File: src/rtl/soc_pkg.sv
// Shared SoC address map and the button debounce state encoding.
package soc_pkg;

   localparam int unsigned RAM_TOP     = 206800;
   localparam int unsigned DUALRAM_TOP = 411700;
   localparam int unsigned BUTTON_ADDR = 411700;

   typedef enum logic [1:0] {
      IDLE,
      PRESS_WAIT,
      PRESSED,
      RELEASE_WAIT
   } btn_state_t;

endpackage

File: src/rtl/button_debounce.sv
// Two-flop synchronizer followed by a symmetric press/release debounce FSM.
// Emits the debounced level and a one-cycle pulse on each accepted press.
module button_debounce
   import soc_pkg::*;
#(
   parameter int unsigned DEBOUNCE_CYCLES = 1000
) (
   input  logic clock,
   input  logic reset,
   input  logic button_i,
   output logic debounced_o,
   output logic press_o
);

   localparam int unsigned   CW       = $clog2(DEBOUNCE_CYCLES + 1);
   localparam logic [CW-1:0] CNT_ONE  = CW'(1);
   localparam logic [CW-1:0] CNT_LAST = CW'(DEBOUNCE_CYCLES - 1);

   logic          sync1_q, sync2_q;
   btn_state_t    state_q, state_d;
   logic [CW-1:0] cnt_q, cnt_d;

   always_ff @(posedge clock) begin
      if (reset) begin
         sync1_q <= 1'b0;
         sync2_q <= 1'b0;
         state_q <= IDLE;
         cnt_q   <= '0;
      end else begin
         sync1_q <= button_i;
         sync2_q <= sync1_q;
         state_q <= state_d;
         cnt_q   <= cnt_d;
      end
   end

   // The counter holds the number of stable samples seen so far; the sample
   // that would bring it to DEBOUNCE_CYCLES commits the transition instead.
   always_comb begin
      state_d = state_q;
      cnt_d   = cnt_q;
      press_o = 1'b0;
      case (state_q)
         IDLE: begin
            if (sync2_q) begin
               state_d = PRESS_WAIT;
               cnt_d   = CNT_ONE;
            end
         end
         PRESS_WAIT: begin
            if (!sync2_q) begin
               state_d = IDLE;
               cnt_d   = '0;
            end else if (cnt_q == CNT_LAST) begin
               state_d = PRESSED;
               cnt_d   = '0;
               press_o = 1'b1;
            end else begin
               cnt_d = cnt_q + CNT_ONE;
            end
         end
         PRESSED: begin
            if (!sync2_q) begin
               state_d = RELEASE_WAIT;
               cnt_d   = CNT_ONE;
            end
         end
         RELEASE_WAIT: begin
            if (sync2_q) begin
               state_d = PRESSED;
               cnt_d   = '0;
            end else if (cnt_q == CNT_LAST) begin
               state_d = IDLE;
               cnt_d   = '0;
            end else begin
               cnt_d = cnt_q + CNT_ONE;
            end
         end
         default: begin
            state_d = IDLE;
            cnt_d   = '0;
         end
      endcase
   end

   assign debounced_o = (state_q == PRESSED) || (state_q == RELEASE_WAIT);

endmodule

File: src/rtl/button_slave.sv
// Bus slave exposing the debounced push button: pending flag, press counter
// and interrupt, with write-one-to-clear control at a single word address.
module button_slave
   import soc_pkg::*;
#(
   parameter int unsigned DEBOUNCE_CYCLES = 1000,
   parameter int unsigned BUTTON_ADDR     = soc_pkg::BUTTON_ADDR
) (
   input  logic        clock,
   input  logic        reset,
   input  logic        button,
   input  logic [31:0] addr,
   input  logic [31:0] wdata,
   input  logic        write,
   output logic [31:0] rdata,
   output logic        irq
);

   localparam logic [31:0] ADDR_MATCH = 32'(BUTTON_ADDR);

   logic       debounced, press;
   logic       hit, wr_en;
   logic       pending_q, pending_d;
   logic [7:0] count_q, count_d;
   logic       wdata_unused;

   button_debounce #(
      .DEBOUNCE_CYCLES(DEBOUNCE_CYCLES)
   ) u_debounce (
      .clock      (clock),
      .reset      (reset),
      .button_i   (button),
      .debounced_o(debounced),
      .press_o    (press)
   );

   assign hit          = (addr == ADDR_MATCH);
   assign wr_en        = write && hit;
   assign wdata_unused = ^wdata[31:2];

   // A press in the same cycle as a clear wins, so no event is ever lost.
   always_comb begin
      pending_d = pending_q;
      count_d   = count_q;
      if (press) begin
         pending_d = 1'b1;
      end else if (wr_en && wdata[0]) begin
         pending_d = 1'b0;
      end
      if (wr_en && wdata[1]) begin
         count_d = press ? 8'd1 : 8'd0;
      end else if (press) begin
         count_d = count_q + 8'd1;
      end
   end

   always_ff @(posedge clock) begin
      if (reset) begin
         pending_q <= 1'b0;
         count_q   <= 8'd0;
      end else begin
         pending_q <= pending_d;
         count_q   <= count_d;
      end
   end

   assign rdata = hit ? {16'h0000, count_q, 6'b000000, debounced, pending_q} : 32'h0000_0000;
   assign irq   = pending_q;

endmodule

File: config.mk
export PLATFORM = sky130hd
export DESIGN_NAME = button_slave
export DESIGN_NICKNAME = d
export VERILOG_FILES = /design/src/rtl/soc_pkg.sv /design/src/rtl/button_debounce.sv /design/src/rtl/button_slave.sv
export SDC_FILE = /design/constraint.sdc
export NUM_CORES = 1
export LEC_CHECK = 0
export CORE_MARGIN = 1.5
export CORE_UTILIZATION = 36
export CTS_BUF_LIST = sky130_fd_sc_hd__clkbuf_2
export CTS_CLUSTER_DIAMETER = 30
export DETAILED_ROUTE_END_ITERATION = 10
export PLACE_DENSITY = 0.82
export SYNTH_ARGS = -nofsm -noshare
export SYNTH_HDL_FRONTEND = slang
export SYNTH_SLANG_ARGS = --single-unit
export TNS_END_PERCENT = 50
File: constraint.sdc
create_clock -name clock -period 2.8 [get_ports clock]
set_clock_uncertainty 0.1 [all_clocks]
set_input_delay 0.28 -clock clock [delete_from_list [all_inputs] [get_ports clock]]
set_output_delay 0.28 -clock clock [all_outputs]
set_load 0.02 [all_outputs]
==> impl_metrics.py, run 1 <==
metrics = {
    "outcome": {
        "status": "finished, final reports clean",
    },
    "sta": {
        "fin_crit_sh": 0.944,
        "finalSetupTns_ns": 0,
        "period_minus_slack_ns": 2.64,
        "setup_slack_ns": 0.158,
        "max_freq_mhz": 379,
        "rsz0062_at_grt": "false",
        "finalHoldViolations": 0,
        "relSlewSlack": 0.538,
        "tightest_slew_ns": 0.692,
        "slew_viol_final": 0,
        "finalSetupViolations": 0,
    },
    "clocking": {
        "clkLatencyLatePin_ns": 0.32,
        "max-clock-path-buffers": 2,
        "cts-buffers-inserted": 3,
        "htreeDepth": 1,
        "cts_sinks": 23,
        "cts_tree": "done",
        "cts-root-buf": "clkbuf_2",
        "path_clk_slew_ns": 0.22,
    },
    "setup_path": {
        "cp.required_ns": 2.42,
        "critical_path_class": "in2out",
        "crit_fanout": 4,
        "cp_cell_sequence": "clkdlybuf4s50_1 -> nor4_1 -> nand4_1 -> or2_2 -> nor2_1 -> clkdlybuf4s50_1",
        "slowest_stage": "clkdlybuf4s50_1",
        "path_common_cell": "clkdlybuf4s50_1",
        "critPathArrivalTime_ns": 2.26,
        "start_kind": "input pin",
        "reg2reg_setup_slack_ns": 0.53,
        "cpPeakStageDelay_ns": 0.61,
        "endpoint_kind": "primary output",
    },
    "power": {
        "ir_drop_v": 0.000164,
        "pwr_density_cell_nw_per_um2": 296,
        "total_leakage_power_nw": 0.862,
    },
    "routing": {
        "vias": 1365,
        "drt_iter0_markers": 87,
        "routed_wirelength_um": 3160,
        "drcViolationCount": 0,
        "vias_per_cell": 5.02,
        "routedWlPerCell_um": 11.6,
        "firstDrtPassIters": 4,
        "route.antenna.remaining_nets": 0,
    },
    "logic_synthesis": {
        "synth_ff_type": "dfxtp_1",
        "synth_edf_count": 0,
        "ys_ff_latch": 23,
        "synthArstFlopShare": 0,
        "synth.distinct_cells": 47,
        "avgSynthCellArea_um2": 8.65,
        "synthCells": 171,
        "yosysSeqAreaShare": 0.311,
        "synth_area_um2": 1480,
        "yosysWarnings": 0,
    },
    "grt": {
        "grt_max_degree": 17,
        "grt_use_total": 0.151,
        "antenna_found_initial": 0,
        "grt_pass1_wl_um": 5350,
        "grt_pass1_vias": 1231,
        "grt_overflow_total": 0,
    },
    "place": {
        "portBuffers": 48,
        "place_congestion": 0.818,
        "place_ws_ns": 0.0826,
        "dp_hpwl_um": 2420,
    },
    "cells_and_area": {
        "diodes": 0,
        "final_cell_mix": "clkdlybuf4s50_1 (42), dfxtp_1 (23), conb_1 (22), nor2_1 (14), and2_1 (9)",
        "syn_to_final_growth_pct": 34.0,
        "final_nets": 293,
        "drive_above_1_share": 0.0856,
        "layout_commonest_cell": "clkdlybuf4s50_1",
    },
    "die": {
        "ios": 101,
        "num_rows": 23,
        "chipWidth_um": 67.1,
        "die_h_um": 67.1,
        "die-area_um2": 4500,
        "coreArea_um2": 3970,
        "start_util": 0.372,
    },
    "min_path": {
        "min_path_type": "reg2reg",
    },
    "job": {
        "cap_violations": 0,
    },
}
==> critical path: cells and delay by family <==
family                 cells  cell delay (ns)
AND/OR/NAND/NOR            4             0.98
buffers and inverters      2             1.01
==> cells by family (layout without fill, tap and decap cells) <==
logic type | Yosys count | in the layout | synth area share
other cells | 1 | 22 | 0.00254
flops | 23 | 23 | 0.311
buf+inv | 32 | 62 | 0.152
xor+xnor | 6 | 6 | 0.0355
compound gates | 33 | 33 | 0.162
simple gates | 71 | 71 | 0.299
fa+ha+maj | 2 | 2 | 0.0169
mux | 3 | 3 | 0.0203
==> registers in the layout (all words and copies together), names as in the netlist, named ones only <==
register            cells
count_q                 8
u_debounce.state_q      1
irq                     1
u_debounce.cnt_q       10
u_debounce.sync1_q      1
u_debounce.sync2_q      1
==> cell type report <==
| cell class | instances | area, um2 |
|---|---|---|
| multi-input combinational | 137 | 891 |
| tap | 50 | 62.6 |
| fill | 389 | 1990 |
| clock buffer | 4 | 20.0 |
| timing repair buffer | 52 | 526 |
| inverter | 6 | 22.5 |
| sequential | 23 | 460 |
==> worst paths after layout <==
path	startpoint	endpoint	depth (start not counted)
hold / removal	u_debounce.sync1_q	u_debounce.sync2_q	1
hold reg to reg	u_debounce.sync1_q	u_debounce.sync2_q	1
setup reg to reg	u_debounce.cnt_q[0]	count_q[6]	5
setup / recovery	addr[26]	rdata[15]	6
==> cells in the mapped netlist (2+ instances only) <==
master / number / area (um2)
o21a_1: 2 / 15.0
nor2_1: 14 / 52.6
mux2i_1: 3 / 30.0
or4_1: 2 / 15.0
nor4_1: 7 / 43.8
nand3_1: 6 / 30.0
o31ai_1: 3 / 22.5
xor2_1: 5 / 43.8
and3_1: 3 / 18.8
or3_1: 4 / 25.0
a21oi_1: 6 / 30.0
o311ai_0: 2 / 17.5
o21ai_0: 7 / 35.0
inv_1: 6 / 22.5
nor2b_1: 2 / 12.5
nor3_1: 2 / 10.0
ha_1: 2 / 25.0
nand2_1: 6 / 22.5
nand4_1: 3 / 18.8
buf_6: 3 / 33.8
nor4b_1: 4 / 35.0
buf_4: 22 / 165
and2_1: 9 / 56.3
dfxtp_1: 23 / 460
o2111ai_1: 3 / 26.3
==> report_power, final <==
part           switching (mW)  internal [mW]
clock network           0.100         0.0378
logic                  0.0492         0.0574
registers             0.00798          0.334
total                   0.158          0.430
==> layer usage <==
metal | part of all wire | routed length, um | global-route usage | vias up
li1 | - | - | - | 692
met5 | 0 | 0 | 0 | -
met1 | 0.45 | 1420 | 0.185 | 626
met3 | 0.059 | 187 | 0.0304 | 2
met4 | 0.0041 | 13 | 0.0383 | 0
met2 | 0.49 | 1530 | 0.266 | 45
==> repair_timing <==
action | CTS | global route
endpoints found under the setup margin | 0 | 9
hold buffers | 0 | 0
setup buffers | 0 | 0
gates resized for setup | 0 | 9
==> per-stage QoR <==
stage / hold slack [ns] / instance area, um2 / total power, mW / utilization / cells
final: 0.359 / 1980 / 0.587 / 0.499 / 272
after global routing: 0.330 / 1980 / 0.619 / 0.499 / 272
after CTS: 0.354 / 1950 / 0.589 / 0.491 / 272
after detailed placement: 0.328 / 1930 / 0.452 / 0.486 / 268
after global placement: 0.318 / 1930 / 0.451 / 0.486 / 268
after floorplan: 0.301 / 1560 / 0.417 / - / 192
No activity file was read; power rests on OpenSTA's default activity.
==> inputs of run 2 (changes only) <==
ABC_AREA = 1   (was unset)
CORE_UTILIZATION = 37   (was 36)
GPL_TIMING_DRIVEN = 0   (was unset)
==> run 2 against run 1 <==
Effect of this change:
- die area is 1.2% higher
- wire length is 6.4% higher
- core utilization is 4.6 points higher
- register-to-register slack better by 0.49 ns
- critical path depth is 4 higher
- combinational power is 18% higher
- hold slack worse by 0.055 ns
- highest routed layer unchanged
==> impl_metrics.py, run 2 <==
metrics = {
    "place": {
        "portBuffers": 48,
        "place_ws_ns": 0.00840,
        "dp_hpwl_um": 2860,
        "place_congestion": 0.857,
    },
    "cells_and_area": {
        "diodes": 0,
        "seqCellArea_um2": 460,
        "drive_above_1_share": 0.135,
        "regMostFlops": "u_debounce.cnt_q",
        "multi_input_area_um2": 845,
        "layout_commonest_cell": "nor2_1",
        "fillerInstances": 380,
        "final_nets": 383,
        "syn_to_final_growth_pct": 41.7,
        "reg.largest.list": "u_debounce.cnt_q (10), count_q (8)",
        "largest_reg_flops": 10,
        "final_cell_mix": "nor2_1 (51), clkdlybuf4s50_1 (48), nand2_1 (43), inv_1 (33), dfxtp_1 (23)",
    },
    "routing": {
        "drt_iter0_markers": 28,
        "firstDrtPassIters": 4,
        "vias": 1586,
        "vias_per_cell": 4.38,
        "route.antenna.remaining_nets": 0,
        "routedWlPerCell_um": 9.28,
        "drcViolationCount": 0,
        "routed_wirelength_um": 3360,
    },
    "sta": {
        "slew_viol_final": 0,
        "period_minus_slack_ns": 2.53,
        "setup_slack_ns": 0.273,
        "finalSetupTns_ns": 0,
        "finalSetupViolations": 0,
        "fin_crit_sh": 0.902,
        "finalHoldViolations": 0,
        "rsz0062_at_grt": "false",
        "max_freq_mhz": 396,
    },
    "logic_synthesis": {
        "synthCells": 239,
        "synth_edf_count": 0,
        "synthArstFlopShare": 0,
        "synth.distinct_cells": 30,
        "synth_area_um2": 1540,
        "yosys-top-cells-area": "dfxtp_1 (30%), nor2_1 (12%), buf_4 (11%)",
        "synth_most_common_cell": "nor2_1",
        "synth_common_cells": "nor2_1 (51), nand2_1 (43), inv_1 (33)",
        "yosysWarnings": 0,
        "ys_ff_latch": 23,
        "avgSynthCellArea_um2": 6.44,
        "synth_ff_type": "dfxtp_1",
        "yosysSeqAreaShare": 0.299,
        "synth_top_area_cell": "dfxtp_1",
        "netlist.area_leader.share": 0.299,
    },
    "clocking": {
        "cts_sinks": 23,
        "htreeDepth": 1,
        "cts-root-buf": "clkbuf_2",
        "clkLatencyLatePin_ns": 0.34,
        "path_clk_slew_ns": 0.23,
        "cts-buffers-inserted": 3,
        "cts_tree": "done",
        "cts_setup_buffers": 0,
        "max-clock-path-buffers": 2,
    },
    "grt": {
        "grt_pass1_vias": 1351,
        "grt_use_total": 0.153,
        "grt_pass1_wl_um": 5520,
        "grt_overflow_total": 0,
        "grt_max_degree": 14,
        "antenna_found_initial": 0,
    },
    "setup_path": {
        "critPathLaunch": "addr[18]",
        "r2r_start": "u_debounce.cnt_q[0]",
        "start_kind": "input pin",
        "critical_path_class": "in2out",
        "critPathArrivalTime_ns": 2.15,
        "crit_fanout": 10,
        "endpoint_kind": "primary output",
        "cp.required_ns": 2.42,
    },
    "power": {
        "p_seq_frac": 0.560,
        "pwr_density_cell_nw_per_um2": 273,
        "totalPowerFinal_mw": 0.595,
        "p_int_mw": 0.435,
        "total_leakage_power_nw": 0.935,
        "ir_drop_v": 0.000233,
        "power.share.clock": 0.228,
        "p_sw_frac": 0.268,
        "power.net_switching_mw": 0.159,
        "comb_power_share": 0.213,
    },
    "min_path": {
        "min_path_type": "in2reg",
        "worstHoldStart": "button",
    },
    "die": {
        "chipWidth_um": 67.5,
        "start_util": 0.385,
        "coreArea_um2": 4000,
        "die-area_um2": 4560,
        "die_h_um": 67.5,
        "ios": 101,
        "num_rows": 23,
    },
    "outcome": {
        "status": "finished, final reports clean",
    },
    "job": {
        "cap_violations": 0,
    },
}
[run 2: layer usage]
| layer | vias up | share of wire | global-route usage |
|---|---|---|---|
| met3 | 4 | 0.091 | 0.0367 |
| li1 | 851 | - | - |
| met2 | 62 | 0.48 | 0.290 |
| met4 | 0 | 0.011 | 0.0332 |
| met5 | - | 0 | 0 |
| met1 | 669 | 0.42 | 0.169 |
[run 2: kinds of logic (layout without fill, tap and decap cells)]
logic type,count (synthesis),count (layout),share of synthesized area
flip-flops,23,23,0.299
other,1,22,0.00244
adder cells (fa/ha/maj),2,2,0.0163
buffers and inverters,61,113,0.203
XOR/XNOR,2,2,0.0114
AND/OR/NAND/NOR,125,125,0.372
AO/OA/AOI/OAI,25,25,0.0951
[run 2: power groups by stage]
stage | Clock [mW] | Sequential, mW | Combinational, mW
6_report | 0.136 | 0.333 | 0.126
5_1_grt | 0.156 | 0.334 | 0.138
4_1_cts | 0.139 | 0.333 | 0.126
3_5_place_dp | 0 | 0.339 | 0.126
3_3_place_gp | 0 | 0.339 | 0.124
2_1_floorplan | 0 | 0.339 | 0.0690
[run 2: repair_timing]
| action | 4_1_cts | 5_1_grt |
|---|---|---|
| resized for setup | 0 | 1 |
| hold buffers | 0 | 0 |
| endpoints found under the setup margin | 0 | 10 |
[run 2: per-stage QoR]
stage                     area (um2)  hold WS, ns   util  std cells
after floorplan                 1620        0.258      -        260
after global placement          2160        0.294  0.540        358
after detailed placement        2160        0.293  0.540        358
after CTS                       2180        0.301  0.545        362
after global routing            2180        0.301  0.545        362
final                           2180        0.304  0.545        362
[run 2: cell type report]
cell class                      count  share of cell area
Tap cell                           50              0.0287
Multi-Input combinational cell    176               0.387
Clock inverter                      1             0.00229
Buffer                             24              0.0797
Inverter                           37              0.0637
Timing Repair Buffer               48               0.220
Clock buffer                        3             0.00688
Sequential cell                    23               0.211
[run 2: final timing paths]
kind	end	depth (start not counted)	slack, ns
setup / recovery	rdata[10]	10	0.27
setup reg to reg	count_q[5]	8	1.02
hold / removal	u_debounce.sync1_q	3	0.30
hold reg to reg	u_debounce.sync2_q	2	0.32
[run 2: worst max-delay path: stages]
cell and delay [ns]:
clkdlybuf4s50_1 0.46, inv_1 0.04, nor2_1 0.08, nand2_1 0.06, nor2_1 0.10, nand2_1 0.06, nor2_1 0.19, inv_2 0.13
nor2_1 0.13, clkdlybuf4s50_1 0.62
==> inputs of run 3 (changes only) <==
CTS_CLUSTER_DIAMETER = unset   (was 30)
==> results of run 3 <==
No change in the layout: final DEF, timing and power equal those of run 2.
